==> config.mk <==
export PLATFORM = sky130hd
export DESIGN_NAME = fetch_unit
export DESIGN_NICKNAME = d
export VERILOG_FILES = /design/src/rtl/fetch_pkg.sv /design/src/rtl/fetch_fifo.sv /design/src/rtl/fetch_unit.sv
export SDC_FILE = /design/constraint.sdc
export NUM_CORES = 1
export LEC_CHECK = 0
export CAP_MARGIN = 20
export CORE_MARGIN = 2
export CORE_UTILIZATION = 45
export CTS_CLUSTER_DIAMETER = 30
export DETAILED_ROUTE_END_ITERATION = 8
export PLACE_DENSITY = 0.76
export SYNTH_ARGS = -nofsm -noshare
export SYNTH_HDL_FRONTEND = slang
export SYNTH_SLANG_ARGS = --single-unit
==> constraint.sdc <==
create_clock -name clk -period 22.2 [get_ports clk]
set_clock_uncertainty 0.15 [all_clocks]
set_input_delay 4.44 -clock clk [delete_from_list [all_inputs] [get_ports clk]]
set_output_delay 4.44 -clock clk [all_outputs]
set_load 0.05 [all_outputs]
==> src/rtl/fetch_pkg.sv <==
// fetch_pkg: shared widths, constants and buffer entry type for the instruction fetch stage
package fetch_pkg;
    localparam int XLEN = 32;
    localparam int INSTR_BYTES = 4;
    localparam logic [XLEN-1:0] DEFAULT_RESET_PC = 32'h0000_0000;
    localparam logic [XLEN-1:0] NOP = 32'h0000_0013;
    typedef struct packed {
        logic [XLEN-1:0] instruction;
        logic [XLEN-1:0] pc;
    } fetch_entry_t;
endpackage

==> src/rtl/fetch_fifo.sv <==
// fetch_fifo: sync FIFO of fetch entries with flush; push when full and pop when empty are ignored
module fetch_fifo
    import fetch_pkg::*;
#(
    parameter int DEPTH = 2,
    localparam int PW = (DEPTH > 1) ? $clog2(DEPTH) : 1,
    localparam int CW = $clog2(DEPTH + 1)
) (
    input  logic         clk,
    input  logic         rst,
    input  logic         push,
    input  logic         pop,
    input  logic         flush,
    input  fetch_entry_t din,
    output fetch_entry_t dout,
    output logic [CW-1:0] count
);
    fetch_entry_t mem_q [DEPTH];
    fetch_entry_t mem_d [DEPTH];
    logic [PW-1:0] wr_q, wr_d, rd_q, rd_d;
    logic [CW-1:0] count_q, count_d;
    logic push_ok, pop_ok;

    function automatic logic [PW-1:0] nxt(input logic [PW-1:0] p);
        return (p == PW'(DEPTH - 1)) ? '0 : p + PW'(1);
    endfunction

    always_comb begin
        pop_ok = pop && (count_q != '0);
        push_ok = push && ((count_q != CW'(DEPTH)) || pop_ok);
        mem_d = mem_q;
        if (push_ok) mem_d[wr_q] = din;
        wr_d = flush ? '0 : push_ok ? nxt(wr_q) : wr_q;
        rd_d = flush ? '0 : pop_ok ? nxt(rd_q) : rd_q;
        count_d = flush ? '0 : count_q + CW'(push_ok) - CW'(pop_ok);
    end

    always_ff @(posedge clk or posedge rst) begin
        if (rst) begin
            mem_q <= '{default: '0};
            wr_q <= '0;
            rd_q <= '0;
            count_q <= '0;
        end else begin
            mem_q <= mem_d;
            wr_q <= wr_d;
            rd_q <= rd_d;
            count_q <= count_d;
        end
    end

    assign dout = mem_q[rd_q];
    assign count = count_q;
endmodule

==> src/rtl/fetch_unit.sv <==
// fetch_unit: PC owner issuing credit-limited fetches into a decode buffer; FETCH_BYPASS_EN forwards into an empty buffer
module fetch_unit
    import fetch_pkg::*;
#(
    parameter logic [XLEN-1:0] RESET_PC = DEFAULT_RESET_PC,
    parameter int BUF_DEPTH = 2,
    parameter int MAX_OUTSTANDING = 2
) (
    input  logic            clk,
    input  logic            rst,
    output logic            imem_req_valid,
    input  logic            imem_req_ready,
    output logic [XLEN-1:0] imem_req_addr,
    input  logic            imem_resp_valid,
    input  logic [XLEN-1:0] imem_resp_data,
    input  logic            redirect_valid,
    input  logic [XLEN-1:0] redirect_pc,
    output logic            out_valid,
    input  logic            out_ready,
    output logic [XLEN-1:0] out_instruction,
    output logic [XLEN-1:0] out_pc
);
    localparam int BW = $clog2(BUF_DEPTH + 1);
    localparam int OW = $clog2(MAX_OUTSTANDING + 1);

    logic [XLEN-1:0] pc_q, pc_d;
    logic [OW-1:0] disc_q, disc_d, outstanding;
    logic [BW-1:0] buf_count;
    fetch_entry_t buf_head, pcq_head, resp_entry;
    logic req_fire, resp_keep, bypass, buf_push, buf_pop;
    logic unused_bits;

    fetch_fifo #(.DEPTH(MAX_OUTSTANDING)) u_pcq (
        .clk(clk), .rst(rst), .push(req_fire), .pop(imem_resp_valid), .flush(1'b0),
        .din('{instruction: '0, pc: pc_q}), .dout(pcq_head), .count(outstanding)
    );

    fetch_fifo #(.DEPTH(BUF_DEPTH)) u_buf (
        .clk(clk), .rst(rst), .push(buf_push), .pop(buf_pop), .flush(redirect_valid),
        .din(resp_entry), .dout(buf_head), .count(buf_count)
    );

    // Each accepted request reserves a buffer slot, so a response can always be pushed
    assign imem_req_valid = !rst && !redirect_valid
        && (32'(outstanding) + 32'(buf_count) < 32'(BUF_DEPTH))
        && (32'(outstanding) < 32'(MAX_OUTSTANDING));
    assign imem_req_addr = pc_q;
    assign unused_bits = ^{pcq_head.instruction, redirect_pc[1:0]};

    always_comb begin
        req_fire = imem_req_valid && imem_req_ready;
        resp_keep = imem_resp_valid && (disc_q == '0) && !redirect_valid;
`ifdef FETCH_BYPASS_EN
        bypass = resp_keep && (buf_count == '0);
`else
        bypass = 1'b0;
`endif
        resp_entry = '{instruction: imem_resp_data, pc: pcq_head.pc};
        out_valid = bypass || (buf_count != '0);
        {out_instruction, out_pc} = bypass ? resp_entry : buf_head;
        buf_pop = (buf_count != '0) && out_ready;
        buf_push = resp_keep && !(bypass && out_ready);
        pc_d = redirect_valid ? {redirect_pc[XLEN-1:2], 2'b00} : req_fire ? pc_q + XLEN'(INSTR_BYTES) : pc_q;
        disc_d = redirect_valid ? outstanding - OW'(imem_resp_valid)
               : (imem_resp_valid && (disc_q != '0)) ? disc_q - OW'(1) : disc_q;
    end

    always_ff @(posedge clk or posedge rst) begin
        if (rst) begin
            pc_q <= {RESET_PC[XLEN-1:2], 2'b00};
            disc_q <= '0;
        end else begin
            pc_q <= pc_d;
            disc_q <= disc_d;
        end
    end
endmodule

==> metrics.md, run 1 <==
| Metric | Value |
|---|---|
| Int Pwr | roughly 1.4 mW |
| Port Buffers | between 150 and 200 |
| Number of global-route vias before repair | 7283 |
| Post-synth ARST share | between 90% and 100% |
| Flop2flop setup slack | 18.70 ns |
| Grt total ovfl | 0 |
| Placed Area | 12000 um^2 |
| Setup TNS | 0 ns |
| Io pins | 168 |
| Worst Hold Class | reg -> reg |
| Most frequent cells in the layout | dfrtp_1 (222), clkdlybuf4s50_1 (160), mux2_2 (158) |
| Clock power frac | a little under a third |
| Critical path class | in -> out |
| EDFF count, synth | 0 |
| Crit path DAT | between 6 and 7 ns |
| Initial Utilization | a little under half |
| Final Hold Viols | 0 |
| Synth Register Bits | roughly 220 |
| NetSw | roughly 0.85 mW |
| Distinct cells, synth | 53 |
| CTS tree | done |
| Multi-input logic area | 4300 um^2 |
| CP endpoint kind | output port |
| # rows | 55 |
| WL/cell | between 15 and 20 um |
| Worst skew pair latency | between 0.5 and 0.6 ns |
| Global-route wire length before repair | 39.0 mm |
| RR Startpoint | u_pcq.count[1] |
| Antenna Cells | 0 |
| Relative slew slack | roughly 29% |
| Max_cap viols | 0 |
| Synth-to-layout area growth | 34.1% |
| Pre-CTS WS | approximately 11 ns |
| Gr usage total | between 20% and 30% |
| Gate Count Post-Synth | about 840 |
| Final WL | ~24 mm |
| Clk pin slew, worst setup/hold paths | 0.04 ns |
| Htree depth | 2 |
| Filler cells | between 1500 and 2000 |
| Sequential share of the synthesized area | a little under three fifths |
| Post-route ant nets | 0 |
| Cts bufs inserted | 49 |
| P_leak | 6.07 nW |
| Final WS setup | 11.22 ns |
| Crit path max fanout | 4 |
| GPL Wtd Cong | a little under 0.8 |
| # resized after CTS | 0 |
| Highest Clock Rate | a little over 90 MHz |
| Die height | about 150 um |
| Largest area contributor in the netlist | dfrtp_1 |
| Combinational fraction of design power | 38.2% |
| Critical path origin | rst |
| Ranking of synthesized cells by area | dfrtp_1 (55%), mux2_2 (17%), mux2i_1 (3.1%) |
| Commonest non-fill, non-tap cell in the layout | dfrtp_1 |
| Hold WS | 0.320 ns |
| Worst-Margin Slew | 1.07 ns |
| DRC | 0 |
| Synth warn | 0 |
| Clk buf depth | 3 |
| Detailed placement HPWL | ~15 mm |
| Fin crit share | roughly 49% |
| Largest net degree at the start of global routing | ~150 |
| Crit path launch type | primary input |
| Initial antenna violation count | 0 |
| Die area | roughly 24000 um^2 |
| Initial DRC Count | 448 |
| Mapped Area | approximately 10000 um^2 |
| Finished Core Util | approximately 61% |
| Setup Viol. Count Final | 0 |
| Num Clock Sinks | approximately 220 |
| Top_reg_cell synth | dfrtp_1 |
| PwrDens | approximately 160 nW/um^2 |
| Drt via density | approximately 5.4 |
| Via count | between 7000 and 8000 |
| Status | finished clean |
| Final min period | between 10 and 15 ns |
| Ratio of cells with drive above 1 in the final layout | 25.5% |
| DRT Pass-1 Iters | 6 |
| Die Span X | 154 um |
| Required time of the critical path | 17.61 ns |
| Hold_sp | u_buf.mem_q[25] |
| FF/Latch Area | 5610 um^2 |
| Share of the synthesized area in the top cell type | 55.1% |
| Seq pwr share | 30.4% |
| Post-CTS Hold Buffers | 0 |
| Sw frac | between 30% and 40% |
| Post-CTS Setup Bufs | 0 |
| Final Max Tran Viols | 0 |
| Root Buffer Master | clkbuf_16 |
| Final instance area | approximately 14000 um^2 |
| # nets final | roughly 1100 |
| Syn Area/Cell | about 12 um^2 |
| Core area | about 22000 um^2 |
| VDD IR-drop max | about 77 uV |
| Unrepaired setup endpoints after global routing | false |
## power groups by stage
stage               combinational [mW]  sequential [mW]  clock [mW]
global placement                 0.843            0.672           0
global route                     0.907            0.702       0.739
detailed placement               0.856            0.683           0
CTS                              0.863            0.680       0.717
finish                           0.855            0.680       0.705
floorplan                        0.621            0.657           0
## stage by stage
step	cells	total power, mW
floorplan	847	1.28
global placement	1243	1.52
detailed placement	1243	1.54
CTS	1334	2.26
global route	1335	2.35
finish	1335	2.24
## worst max-delay path: stages
cell and delay (ns):
clkdlybuf4s50_1 0.55, nor4_4 0.40, nor2b_1 0.19, clkdlybuf4s50_1 0.81
## metal layers
metal,track usage [%],part of all wire (%)
met5,0,0
met4,6.44,2.2
met3,4.46,6.1
met2,34.1,48
met1,26.8,44
## cells in the mapped netlist (all sizes together), types with 3 or more instances
master,n
a21o,3
a21oi,39
a221o,3
a22oi,3
a31oi,3
and3,5
buf,34
clkbuf,22
dfrtp,224
ha,7
inv,12
mux2,184
mux2i,32
nand2,70
nand2b,6
nand3,20
nand4,9
nor2,51
nor2b,10
nor3,3
nor4,4
o211ai,6
o21ai,53
o311ai,8
or3,3
xnor2,7
xor2,3
## flip-flops by register name (all words and copies together), names as in the netlist
signal	cells
disc_q	2
u_buf.rd_q	1
u_buf.wr_q	1
u_buf.mem_q	124
u_buf.count	2
imem_req_addr	30
u_pcq.count	2
u_pcq.rd_q	1
u_pcq.wr_q	1
u_pcq.mem_q	60
## final cells by class
cell class              instances  share of cell area (%)
multi-input cells             555                    31.5
clock buffers                  59                    9.64
well taps                     285                    2.61
repair buffers                168                    12.3
inverters                      12                   0.385
flip-flops and latches        224                    41.1
clock inverters                32                    2.42
## worst paths after layout
path | cells after the start | to
worst max-delay path | 4 | imem_req_valid
worst min-delay path | 2 | u_buf.mem_q[25]
worst max register to register | 7 | u_pcq.mem_q[30]
worst min register to register | 2 | u_buf.mem_q[25]
max in group asynchronous | 4 | u_pcq.mem_q[25]
min in group asynchronous | 2 | imem_req_addr[11]
## cell families after synthesis
| group | Yosys count | share of synthesized area (%) |
|---|---|---|
| flops | 224 | 55.1 |
| mux | 216 | 23.5 |
| simple gates | 190 | 9.12 |
| compound gates | 127 | 7.38 |
| buf+inv | 68 | 2.94 |
| xor+xnor | 10 | 0.861 |
| fa+ha+maj | 8 | 1.06 |
| other cells | 1 | 0.0369 |
(Power assumes the default switching activity.)
==> inputs of run 2 (changes only) <==
==> constraint.sdc (replaced) <==
create_clock -name clk -period 10.25 [get_ports clk]
set_clock_uncertainty 0.15 [all_clocks]
set_input_delay 2.05 -clock clk [delete_from_list [all_inputs] [get_ports clk]]
set_output_delay 2.05 -clock clk [all_outputs]
set_load 0.05 [all_outputs]
==> run 2 against run 1 <==
  * Sequential share of layout area grew 0.11 points
  * Clock power grew 110%
  * Die area is the same
  * Register-to-register slack lost 12 ns
  * Final cell count shrank 0.15%
  * Hold slack gained 0.0049 ns
  * Via count grew 0.26%
  * Critical endpoint unchanged
  * Highest routed layer unchanged
==> metrics.md, run 2 (synthesis gave the netlist of run 1 again) <==
| Metric | Value |
|---|---|
| Status | finished clean |
| Relative slew slack | approximately 30% |
| Synth-to-layout area growth | 33.7% |
| Clk pin slew, worst setup/hold paths | 0.05 ns |
| Via count | approximately 7000 |
| Hold Path Stages | 2 |
| Met1 Use GR | roughly a quarter |
| # rows | 55 |
| Slowest-stage cell, CP | clkdlybuf4s50_1 |
| Post-CTS Setup Bufs | 0 |
| Antenna Cells | 0 |
| Largest net degree at the start of global routing | 144 |
| GPL Wtd Cong | between 0.7 and 0.8 |
| PwrDens | 352 nW/um^2 |
| Highest Clock Rate | between 150 and 200 MHz |
| DRC | 0 |
| Die Span X | 154 um |
| Initial antenna violation count | 0 |
| Htree depth | 2 |
| Detailed placement HPWL | 14.7 mm |
| Grt met3 use | 4.90% |
| Unrepaired setup endpoints after global routing | false |
| Cts bufs inserted | 47 |
| Required time of the critical path | 8.05 ns |
| Placed Area | around 12000 um^2 |
| Io pins | about 170 |
| Worst skew pair latency | between 0.5 and 0.6 ns |
| Grt total ovfl | 0 |
| Setup TNS | 0 ns |
| Crit path top cell by count | clkdlybuf4s50_1 |
| WL/cell | 17.9 um |
| Total Power | approximately 4.8 mW |
| Ratio of cells with drive above 1 in the final layout | 25.6% |
| Die area | 23800 um^2 |
| Crit path max fanout | 4 |
| Clk buf depth | 3 |
| Die height | 154 um |
| Initial Utilization | 45.4% |
| Final WL | roughly 24 mm |
| DRT Pass-1 Iters | 5 |
| Worst Hold Class | reg -> reg |
| Crit path launch type | primary input |
| P_leak | 6.06 nW |
| Commonest non-fill, non-tap cell in the layout | dfrtp_1 |
| CP endpoint kind | output port |
| Post-CTS Hold Buffers | 0 |
| Pre-CTS WS | between 4 and 5 ns |
| Max_cap viols | 0 |
| CTS tree | done |
| Fin crit share | a little over 60% |
| Number of global-route vias before repair | between 7000 and 8000 |
| Post-route ant nets | 0 |
| CP max stage delay | roughly 0.8 ns |
| Final Max Tran Viols | 0 |
| Initial DRC Count | between 400 and 500 |
| Max reg flops | around 120 |
| Port Buffers | around 160 |
| # resized after CTS | 0 |
| Crit path DAT | ~4.0 ns |
| Setup Viol. Count Final | 0 |
| # nets final | about 1100 |
| Worst-Margin Slew | 1.06 ns |
| Critical path class | in -> out |
| Most frequent cells in the layout | dfrtp_1 (222), clkdlybuf4s50_1 (160), mux2_2 (158) |
| Final instance area | ~14000 um^2 |
| Met2 Track Usage GR | roughly a third |
| Drt via density | about 5.4 |
| CP cell instances | clkdlybuf4s50_1 -> nor4_4 -> nor2b_1 -> clkdlybuf4s50_1 |
| Num Clock Sinks | around 220 |
| Final Hold Viols | 0 |
| Most used routing layer | met2 |
| R2R depth | 9 |
| Final WS setup | ~4 ns |
| Final min period | between 6 and 7 ns |
| Gr usage total | between 20% and 30% |
| Core area | about 22000 um^2 |
| Most flop-heavy register | u_buf.mem_q |
| VDD IR-drop max | about 190 uV |
| Global-route wire length before repair | about 39 mm |
| Root Buffer Master | clkbuf_16 |
run 2: cell count changes in the layout (fill, tap and decap cells not counted), sizes merged:
cell / before / now
buf: 8 / 9
bufinv: 4 / 3
clkbuf: 59 / 55
clkinv: 14 / 15
clkinvlp: 10 / 9
inv: 16 / 18
run 2: metrics by stage:
| stage | util (%) | hold WS (ns) | instances |
|---|---|---|---|
| finish | 60.7 | 0.325 | 1333 |
| global route | 60.7 | 0.355 | 1333 |
| CTS | 60.4 | 0.329 | 1331 |
| detailed placement | 53.4 | 0.315 | 1243 |
| global placement | 53.4 | 0.305 | 1243 |
| floorplan | - | 0.294 | 847 |
run 2: final cells by class:
class / instances / area (um^2)
Sequential cell: 224 / 5610
Fill cell: 1770 / 8830
Timing Repair Buffer: 169 / 1710
Tap cell: 285 / 357
Multi-Input combinational cell: 555 / 4300
Clock inverter: 33 / 323
Clock buffer: 55 / 1260
Inverter: 12 / 52.6
run 2: final timing paths:
kind                            startpoint               end  slack [ns]
hold / removal             u_buf.mem_q[25]   u_buf.mem_q[25]        0.32
hold reg to reg            u_buf.mem_q[25]   u_buf.mem_q[25]        0.32
setup reg to reg            u_pcq.count[0]    u_pcq.mem_q[7]        6.50
max in group asynchronous              rst   u_buf.mem_q[38]        6.63
min in group asynchronous              rst  imem_req_addr[9]        2.08
setup / recovery                       rst    imem_req_valid        4.07
run 2: report_power, final:
group	total, mW	switching [mW]	internal, mW
registers	1.47	0.247	1.22
clock network	1.47	0.508	0.964
logic	1.85	1.08	0.776
total	4.79	1.83	2.96
run 2: per-layer routing:
layer / wire length (um) / vias up
met1: 10200 / 3565
met2: 11500 / 253
met4: 488 / 0
li1: - / 3346
met3: 1720 / 46
met5: 0 / -
run 2: critical path, delay by kind of cell:
family	cells	cell delay [ns]
and+or+nand+nor	2	0.57
buffers and inverters	2	1.36
==> inputs of run 3 (changes only) <==
==> constraint.sdc (replaced) <==
create_clock -name clk -period 5.8 [get_ports clk]
set_clock_uncertainty 0.15 [all_clocks]
set_input_delay 1.16 -clock clk [delete_from_list [all_inputs] [get_ports clk]]
set_output_delay 1.16 -clock clk [all_outputs]
set_load 0.05 [all_outputs]
==> run 3 against run 2 <==
  * Routed wire length shrank 0.24%
  * Sequential power grew 78%
  * First-iteration DRC count grew 0.42%
  * Critical path depth is the same
  * Count of clock-buffer cells in the layout grew 4
  * Flip-flop and latch count is the same
  * Global-route usage grew 0.10 points
  * Sequential share of layout area shrank 0.16 points
  * Non-clock buffer count grew 3
==> metrics.md, run 3 (synthesis gave the netlist of run 1 again) <==
| Metric | Value |
|---|---|
| Status | finished clean |
| Grt total ovfl | 0 |
| Synth-to-layout area growth | 34.3% |
| Crit path DAT | 3.04 ns |
| Final Max Tran Viols | 0 |
| Port Buffers | 161 |
| Crit path launch type | primary input |
| Final Hold Viols | 0 |
| Max_cap viols | 0 |
| Via count | 7096 |
| Clk pin slew, worst setup/hold paths | roughly 0.040 ns |
| Critical path class | in -> out |
| Io pins | around 170 |
| Crit path max fanout | 4 |
| DRT Pass-1 Iters | 5 |
| Setup Viol. Count Final | 0 |
| Relative slew slack | 30.6% |
| # rows | 55 |
| CTS tree | done |
| Filler cells | 1758 |
| Hold WS | approximately 0.32 ns |
| GPL Wtd Cong | a little over 0.8 |
| Worst-Margin Slew | between 1 and 1.5 ns |
| DRC | 0 |
| Num Clock Sinks | between 200 and 250 |
| Final WS setup | about 1.4 ns |
| VDD IR-drop max | around 320 uV |
| Core area | around 22000 um^2 |
| P_leak | just over 6 nW |
| Max reg flops | around 120 |
| Antenna Cells | 0 |
| Post-CTS Setup Bufs | 0 |
| Setup TNS | 0 ns |
| Highest Clock Rate | around 230 MHz |
| WL/cell | about 18 um |
| Worst Hold Class | reg -> reg |
| Drt via density | around 5.3 |
| Pre-CTS WS | 1.46 ns |
| Die Span X | roughly 150 um |
| Initial DRC Count | 474 |
| PwrDens | roughly 630 nW/um^2 |
| Ratio of cells with drive above 1 in the final layout | 25.5% |
| Most frequent cells in the layout | dfrtp_1 (222), clkdlybuf4s50_1 (160), mux2_2 (158) |
| Unrepaired setup endpoints after global routing | false |
| Global-route wire length before repair | 38.8 mm |
| CP endpoint kind | output port |
| Gr usage total | between 20% and 30% |
| Die height | roughly 150 um |
| Required time of the critical path | roughly 4.5 ns |
| Htree depth | 2 |
| Finished Core Util | between 60% and 70% |
| # resized after CTS | 0 |
| Fin crit share | about three quarters |
| Post-CTS Hold Buffers | 0 |
| Final min period | 4.35 ns |
| Detailed placement HPWL | ~15 mm |
| Root Buffer Master | clkbuf_16 |
| Commonest non-fill, non-tap cell in the layout | dfrtp_1 |
| Most flop-heavy register | u_buf.mem_q |
| Largest net degree at the start of global routing | about 160 |
| Number of global-route vias before repair | ~7400 |
| Initial Utilization | 45.4% |
| Worst skew pair latency | ~0.52 ns |
| # nets final | about 1100 |
| Cts bufs inserted | 47 |
| Post-route ant nets | 0 |
| Initial antenna violation count | 0 |
| Total Power | between 8 and 9 mW |
| Clk buf depth | 3 |
| Final WL | around 24 mm |
| Die area | 23800 um^2 |
-- run 3: power breakdown --
part           total (mW)  switching, mW  internal [mW]
clock network        2.70          0.825           1.88
logic                3.27           1.90           1.38
registers            2.61          0.451           2.16
-- run 3: final cells by class --
class	count	area [um^2]	share of cell area (%)
inverter	12	48.8	0.357
clock buffer	59	1290	9.45
timing repair buffer	172	1710	12.5
clock inverter	27	338	2.47
sequential	224	5610	41.1
multi-input combinational	555	4300	31.5
tap	285	357	2.61
-- run 3: stage by stage --
stage	cell area, um^2	cells
after CTS	13700	1334
after global routing	13700	1334
final	13700	1334
after global placement	12000	1248
after floorplan	10200	847
after detailed placement	12000	1248
-- run 3: path summary, 6_finish.rpt --
| check | depth (start not counted) | from | slack [ns] | end |
|---|---|---|---|---|
| worst max-delay path | 4 | rst | 1.45 | imem_req_valid |
| worst min-delay path | 2 | u_buf.mem_q[2] | 0.32 | u_buf.mem_q[2] |
| worst max register to register | 7 | u_pcq.count[1] | 2.58 | u_pcq.mem_q[8] |
| worst min register to register | 2 | u_buf.mem_q[2] | 0.32 | u_buf.mem_q[2] |
| max in group asynchronous | 3 | rst | 3.65 | u_buf.mem_q[120] |
| min in group asynchronous | 3 | rst | 1.18 | imem_req_addr[9] |
-- run 3: worst max-delay path, cell delays in order --
cell and delay (ns):
clkdlybuf4s50_1 0.50, nor4_4 0.37, nor2b_1 0.20, clkdlybuf4s50_1 0.81
-- run 3: per-layer routing --
| metal | track usage [%] | wire [um] | up-vias | part of all wire (%) |
|---|---|---|---|---|
| li1 | - | - | 3342 | - |
| met1 | 26.6 | 10500 | 3506 | 44 |
| met2 | 33.6 | 11300 | 213 | 48 |
| met3 | 4.68 | 1560 | 35 | 6.6 |
| met4 | 6.17 | 438 | 0 | 1.8 |
| met5 | 0 | 0 | - | 0 |
